--- src/rtl/imem_loader.sv ---
// ---------------------------------------------------------------------------
// ImemLoader (module imem_loader)
//
// Boot-time program loader placed in front of the single-cycle RISC-V core.
// It accepts a framed byte stream, assembles little-endian 32-bit instruction
// words and writes them into instruction memory through a one-cycle write
// port. Once the trailing XOR checksum matches, the core is released from
// reset. A malformed frame parks the loader in an error state with the core
// still held in reset.
//
// Frame: LEN_LO, LEN_HI (16-bit word count N), 4*N data bytes, 1 checksum
// byte (XOR of all data bytes, length bytes excluded).
//
// Ports
//   clk_i            single clock, everything changes on posedge
//   rst_i            synchronous active-high reset
//   byte_valid_i     source presents byte_data_i this cycle
//   byte_data_i      frame byte
//   byte_ready_o     loader can take a byte (decoded from state only)
//   imem_we_o        one-cycle instruction-memory write strobe
//   imem_addr_o      byte address of the write (multiple of 4)
//   imem_wdata_o     instruction word being written
//   core_rst_o       reset to the core, high until a valid load completes
//   done_o           load succeeded, core running
//   error_o          frame rejected
//   words_loaded_o   number of words written in the current frame
// ---------------------------------------------------------------------------
module imem_loader #(
    parameter int MAX_WORDS = 32
) (
    input  logic        clk_i,
    input  logic        rst_i,
    input  logic        byte_valid_i,
    input  logic [7:0]  byte_data_i,
    output logic        byte_ready_o,
    output logic        imem_we_o,
    output logic [31:0] imem_addr_o,
    output logic [31:0] imem_wdata_o,
    output logic        core_rst_o,
    output logic        done_o,
    output logic        error_o,
    output logic [5:0]  words_loaded_o
);

    typedef enum logic [2:0] {
        S_LEN_LO,
        S_LEN_HI,
        S_DATA,
        S_CSUM,
        S_RUN,
        S_ERR
    } state_t;

    state_t      state_q;
    logic [7:0]  lenLo_q;
    logic [5:0]  lastIdx_q;
    logic [1:0]  byteIdx_q;
    logic [5:0]  wordIdx_q;
    logic [7:0]  csum_q;
    logic [23:0] asm_q;
    logic        imemWe_q;
    logic [31:0] imemAddr_q;
    logic [31:0] imemWdata_q;
    logic        coreRst_q;
    logic        done_q;
    logic        error_q;
    logic [5:0]  wordsLoaded_q;

    logic        xfer;
    logic [15:0] lenFull_d;
    logic        lenBad;
    logic [7:0]  csum_d;
    logic [5:0]  wordIdx_d;

    // Ready depends on the registered state alone, so there is never a
    // combinational path from byte_valid_i back to byte_ready_o.
    assign byte_ready_o = (state_q == S_LEN_LO) || (state_q == S_LEN_HI) ||
                          (state_q == S_DATA)   || (state_q == S_CSUM);

    assign xfer = byte_valid_i & byte_ready_o;

    // The full 16-bit count is checked, so any nonzero LEN_HI is rejected
    // for memories of 255 words or fewer.
    assign lenFull_d = {byte_data_i, lenLo_q};
    assign lenBad    = (lenFull_d == 16'd0) || (lenFull_d > 16'(MAX_WORDS));
    assign csum_d    = csum_q ^ byte_data_i;
    assign wordIdx_d = wordIdx_q + 6'd1;

    // Whole loader FSM. Every output is a register; the write strobe is
    // cleared each cycle and only re-asserted on the byte that completes a
    // word, which gives the one-cycle pulse.
    always_ff @(posedge clk_i) begin
        if (rst_i) begin
            state_q       <= S_LEN_LO;
            lenLo_q       <= 8'd0;
            lastIdx_q     <= 6'd0;
            byteIdx_q     <= 2'd0;
            wordIdx_q     <= 6'd0;
            csum_q        <= 8'd0;
            asm_q         <= 24'd0;
            imemWe_q      <= 1'b0;
            imemAddr_q    <= 32'd0;
            imemWdata_q   <= 32'd0;
            coreRst_q     <= 1'b1;
            done_q        <= 1'b0;
            error_q       <= 1'b0;
            wordsLoaded_q <= 6'd0;
        end else begin
            imemWe_q <= 1'b0;
            if (xfer) begin
                case (state_q)
                    S_LEN_LO: begin
                        lenLo_q <= byte_data_i;
                        state_q <= S_LEN_HI;
                    end
                    S_LEN_HI: begin
                        if (lenBad) begin
                            error_q <= 1'b1;
                            state_q <= S_ERR;
                        end else begin
                            lastIdx_q <= lenFull_d[5:0] - 6'd1;
                            byteIdx_q <= 2'd0;
                            wordIdx_q <= 6'd0;
                            csum_q    <= 8'd0;
                            state_q   <= S_DATA;
                        end
                    end
                    S_DATA: begin
                        csum_q    <= csum_d;
                        byteIdx_q <= byteIdx_q + 2'd1;
                        case (byteIdx_q)
                            2'd0: asm_q[7:0]   <= byte_data_i;
                            2'd1: asm_q[15:8]  <= byte_data_i;
                            2'd2: asm_q[23:16] <= byte_data_i;
                            default: begin
                                imemWdata_q   <= {byte_data_i, asm_q};
                                imemAddr_q    <= {24'd0, wordIdx_q, 2'b00};
                                imemWe_q      <= 1'b1;
                                wordIdx_q     <= wordIdx_d;
                                wordsLoaded_q <= wordsLoaded_q + 6'd1;
                                if (wordIdx_q == lastIdx_q) begin
                                    state_q <= S_CSUM;
                                end
                            end
                        endcase
                    end
                    S_CSUM: begin
                        if (byte_data_i == csum_q) begin
                            coreRst_q <= 1'b0;
                            done_q    <= 1'b1;
                            state_q   <= S_RUN;
                        end else begin
                            error_q <= 1'b1;
                            state_q <= S_ERR;
                        end
                    end
                    default: begin
                        state_q <= state_q;
                    end
                endcase
            end
        end
    end

    assign imem_we_o      = imemWe_q;
    assign imem_addr_o    = imemAddr_q;
    assign imem_wdata_o   = imemWdata_q;
    assign core_rst_o     = coreRst_q;
    assign done_o         = done_q;
    assign error_o        = error_q;
    assign words_loaded_o = wordsLoaded_q;

endmodule
--- config.mk ---
export PLATFORM = sky130hd
export DESIGN_NAME = imem_loader
export DESIGN_NICKNAME = d
export VERILOG_FILES = /design/src/rtl/imem_loader.sv
export SDC_FILE = /design/constraint.sdc
export NUM_CORES = 1
export LEC_CHECK = 0
export ABC_AREA = 1
export CORE_MARGIN = 2
export CORE_UTILIZATION = 51
export CTS_CLUSTER_SIZE = 8
export DETAILED_ROUTE_END_ITERATION = 8
export GPL_TIMING_DRIVEN = 1
export PLACE_DENSITY = 0.89
export RECOVER_POWER = 25
export SYNTH_ARGS = -nofsm -noshare
export SYNTH_HDL_FRONTEND = slang
export SYNTH_SLANG_ARGS = --single-unit
--- constraint.sdc ---
create_clock -name clk_i -period 1.7 [get_ports clk_i]
set_input_delay 0.34 -clock clk_i [delete_from_list [all_inputs] [get_ports clk_i]]
set_output_delay 0.34 -clock clk_i [all_outputs]
set_load 0.03 [all_outputs]
==> results.yml <==
die:
  dieArea_sq_mm: 0.009878
  rows: 34
  die_y_um: 99.39
  fp.dieW_um: 99.39
  core_area_sq_mm: 0.008763
  start_util_pct: 52.96
  ios: 86
final_layout:
  n_fill_cell: 743
  layout_common_cells: "127 x nor2_1, 104 x dfxtp_1, 103 x nand2_1, 57 x o21ai_0, 49 x nand3_1"
  diodes: 0
  layout-drive-gt1-share_pct: 10.82
  final_common_cell: "nor2_1"
  finish.net_count: 744
  area_growth_pct: 21.70
detailed_routing:
  routed_wl_mm: 10.76
  first_pass_iters: 5
  avgViaCountPerCell: 5.116
  drc: 0
  wl_per_cell_um: 12.84
  vias: 4287
  ant_nets: 0
  drt_iter0_markers: 241
clocking:
  cts_root_buf: "clkbuf_8"
  cts_tree: "yes"
  cts_htree_levels: 3
  postCtsSetupBuffers: 0
  cts-buffers-inserted: 9
  clkSinkCount: 105
  clock_path_buffers: 2
  clkTransAtPathRegs_ns: 0.11
  hold_buffers: 0
  clock_latency_ns: 0.37
timing:
  hold_slack_ns: 0.4616
  min_period_ns: 1.599
  setup_violations: 0
  finalCritPeriodShare_pct: 94.05
  hold_viol: 0
  max_freq_ghz: 0.6254
  finClkSkew_ns: 0.01169
  slew_violations: 0
  tns_ns: 0
run:
  drv_cap: 0
logic_synthesis:
  synthAdderAreaFrac_pct: 2.157
  synth-edff-count: 0
  avgSynthCellArea_sq_um: 7.206
  synth_seq_area_share_pct: 45.30
  synth_flop_cell: "dfxtp_1"
  synth_mux_area_share_pct: 0
  synth_cells: 644
  yosys.area_share.simple_pct: 26.56
  ys_ff_latch: 105
  synth_compound_area_share_pct: 11.89
  synth_xor_area_share_pct: 3.020
  async_flop_share_pct: 0
  synth_area_sq_mm: 0.004641
  ys_types: 27
  synth_top_family_by_area: "simple AND/OR/NAND/NOR gates"
  yosys_warnings: 0
critical_path:
  critPathLaunchType: "primary input"
  required_ns: 1.98
  crit_fanout: 10
  endpoint_kind: "register"
  critPathArrivalTime_ns: 1.88
  timing.reg2reg.setup_slack_ns: 0.11
  worstSetupPathType: "primary input to register"
grt:
  grt_pass1_wl_mm: 17.82
  grt_use_met3_pct: 4.357
  grt_max_degree: 62
  grt_usage_pct: 21.88
  grt_pass1_vias: 3953
  antenna_found_initial: 0
  globalRouteMet1Util_pct: 28.04
  use_met2_pct: 37.06
  busiest_layer: "met2"
  overflow: 0
pwr:
  power.density_mw_per_mm2: 782.5
  p_leak_nw: 2.485
  vdd_drop_max_uv: 558.0
placement:
  io_buffers: 59
  dp_hpwl_mm: 7.795
  place_congestion: 0.8736
status:
  status: "complete, no violations"
worst_hold_path:
  min_path_type: "register to register"
[power breakdown]
group / leakage (nW) / switching (mW) / internal (mW) / total, mW
registers: 0.848 / 0.0215 / 2.48 / 2.50
clock network: 0.0925 / 0.910 / 0.559 / 1.47
logic: 1.54 / 0.293 / 0.155 / 0.447
total: 2.48 / 1.22 / 3.20 / 4.42
[Yosys cell counts, types with 3 or more instances]
cell	n	area [sq um]
a21oi_1	48	240.2
buf_2	6	30.03
buf_4	27	202.7
clkbuf_1	22	82.58
dfxtp_1	105	2102
ha_1	8	100.1
inv_1	45	168.9
inv_2	6	22.52
nand2_1	104	390.4
nand2_2	3	18.77
nand3_1	50	250.2
nor2_1	130	488.0
nor3_1	3	15.01
o21ai_0	57	285.3
xnor2_1	9	78.83
xor2_1	7	61.31
[final timing paths]
path                        from      endpoint  cells past startpoint
setup reg to reg      lenLo_q[1]  byteIdx_q[0]                     12
hold / removal         asm_q[12]     asm_q[12]                      2
hold reg to reg        asm_q[12]     asm_q[12]                      2
setup / recovery  byte_data_i[2]  byteIdx_q[0]                      9
[critical path, cell delays in order]
cell and delay [ns]:
clkdlybuf4s50_1 0.45, nor2_2 0.19, nand3_1 0.11, nor2_2 0.14, nand3_1 0.13, nand2_2 0.11, nand2_2 0.15, o21ai_0 0.20
inv_1 0.06
[kinds of logic (layout without fill, tap and decap cells)]
family                   count (synthesis)  count (layout)
AO/OA/AOI/OAI                          109             109
adder cells (fa/ha/maj)                  8               8
flip-flops                             105             105
buffers and inverters                  107             168
AND/OR/NAND/NOR                        298             298
XOR/XNOR                                16              16
other                                    1              26
[routing by layer]
metal	wire length, um	vias up
li1	-	2154
met3	733	21
met2	5199	142
met4	183	0
met5	0	-
met1	4644	1970
[through the flow]
| step | instance area (sq um) | setup slack, ns | utilization [%] | total power [mW] | cells |
|---|---|---|---|---|---|
| floorplan | 4735 | 0.07433 | - | 2.872 | 669 |
| global placement | 5519 | -0.3160 | 62.98 | 2.989 | 822 |
| detailed placement | 5519 | -0.3378 | 62.98 | 2.996 | 822 |
| CTS | 5642 | 0.01041 | 64.38 | 4.397 | 838 |
| global route | 5648 | -0.01082 | 64.45 | 4.575 | 838 |
| finish | 5648 | 0.1011 | 64.45 | 4.420 | 838 |
[what timing repair did]
action / 4_1_cts / 5_1_grt
resized for setup: 48 / 9
endpoints found under the setup margin: 48 / 29
cloned: 0 / 0
[sequential cells by signal, indices dropped and copies added, names as in the netlist]
| register | cells |
|---|---|
| asm_q | 24 |
| wordIdx_q | 6 |
| words_loaded_o | 6 |
| imem_wdata_o | 32 |
| imem_addr_o | 6 |
| lastIdx_q | 6 |
| imem_we_o | 1 |
| state_q | 3 |
| csum_q | 8 |
| byteIdx_q | 2 |
| lenLo_q | 8 |
| done_o | 1 |
| error_o | 1 |
| core_rst_o | 1 |
[cell type report]
class | instances | area (sq um) | area share, %
clock buffers | 9 | 123.9 | 2.193
clock inverters | 7 | 58.81 | 1.041
inverters | 51 | 191.4 | 3.389
multi-input cells | 457 | 2137 | 37.84
flip-flops and latches | 105 | 2103 | 37.24
well taps | 108 | 135.1 | 2.393
repair buffers | 101 | 898.4 | 15.91
Note: power is estimated with default switching activity, not from simulation.
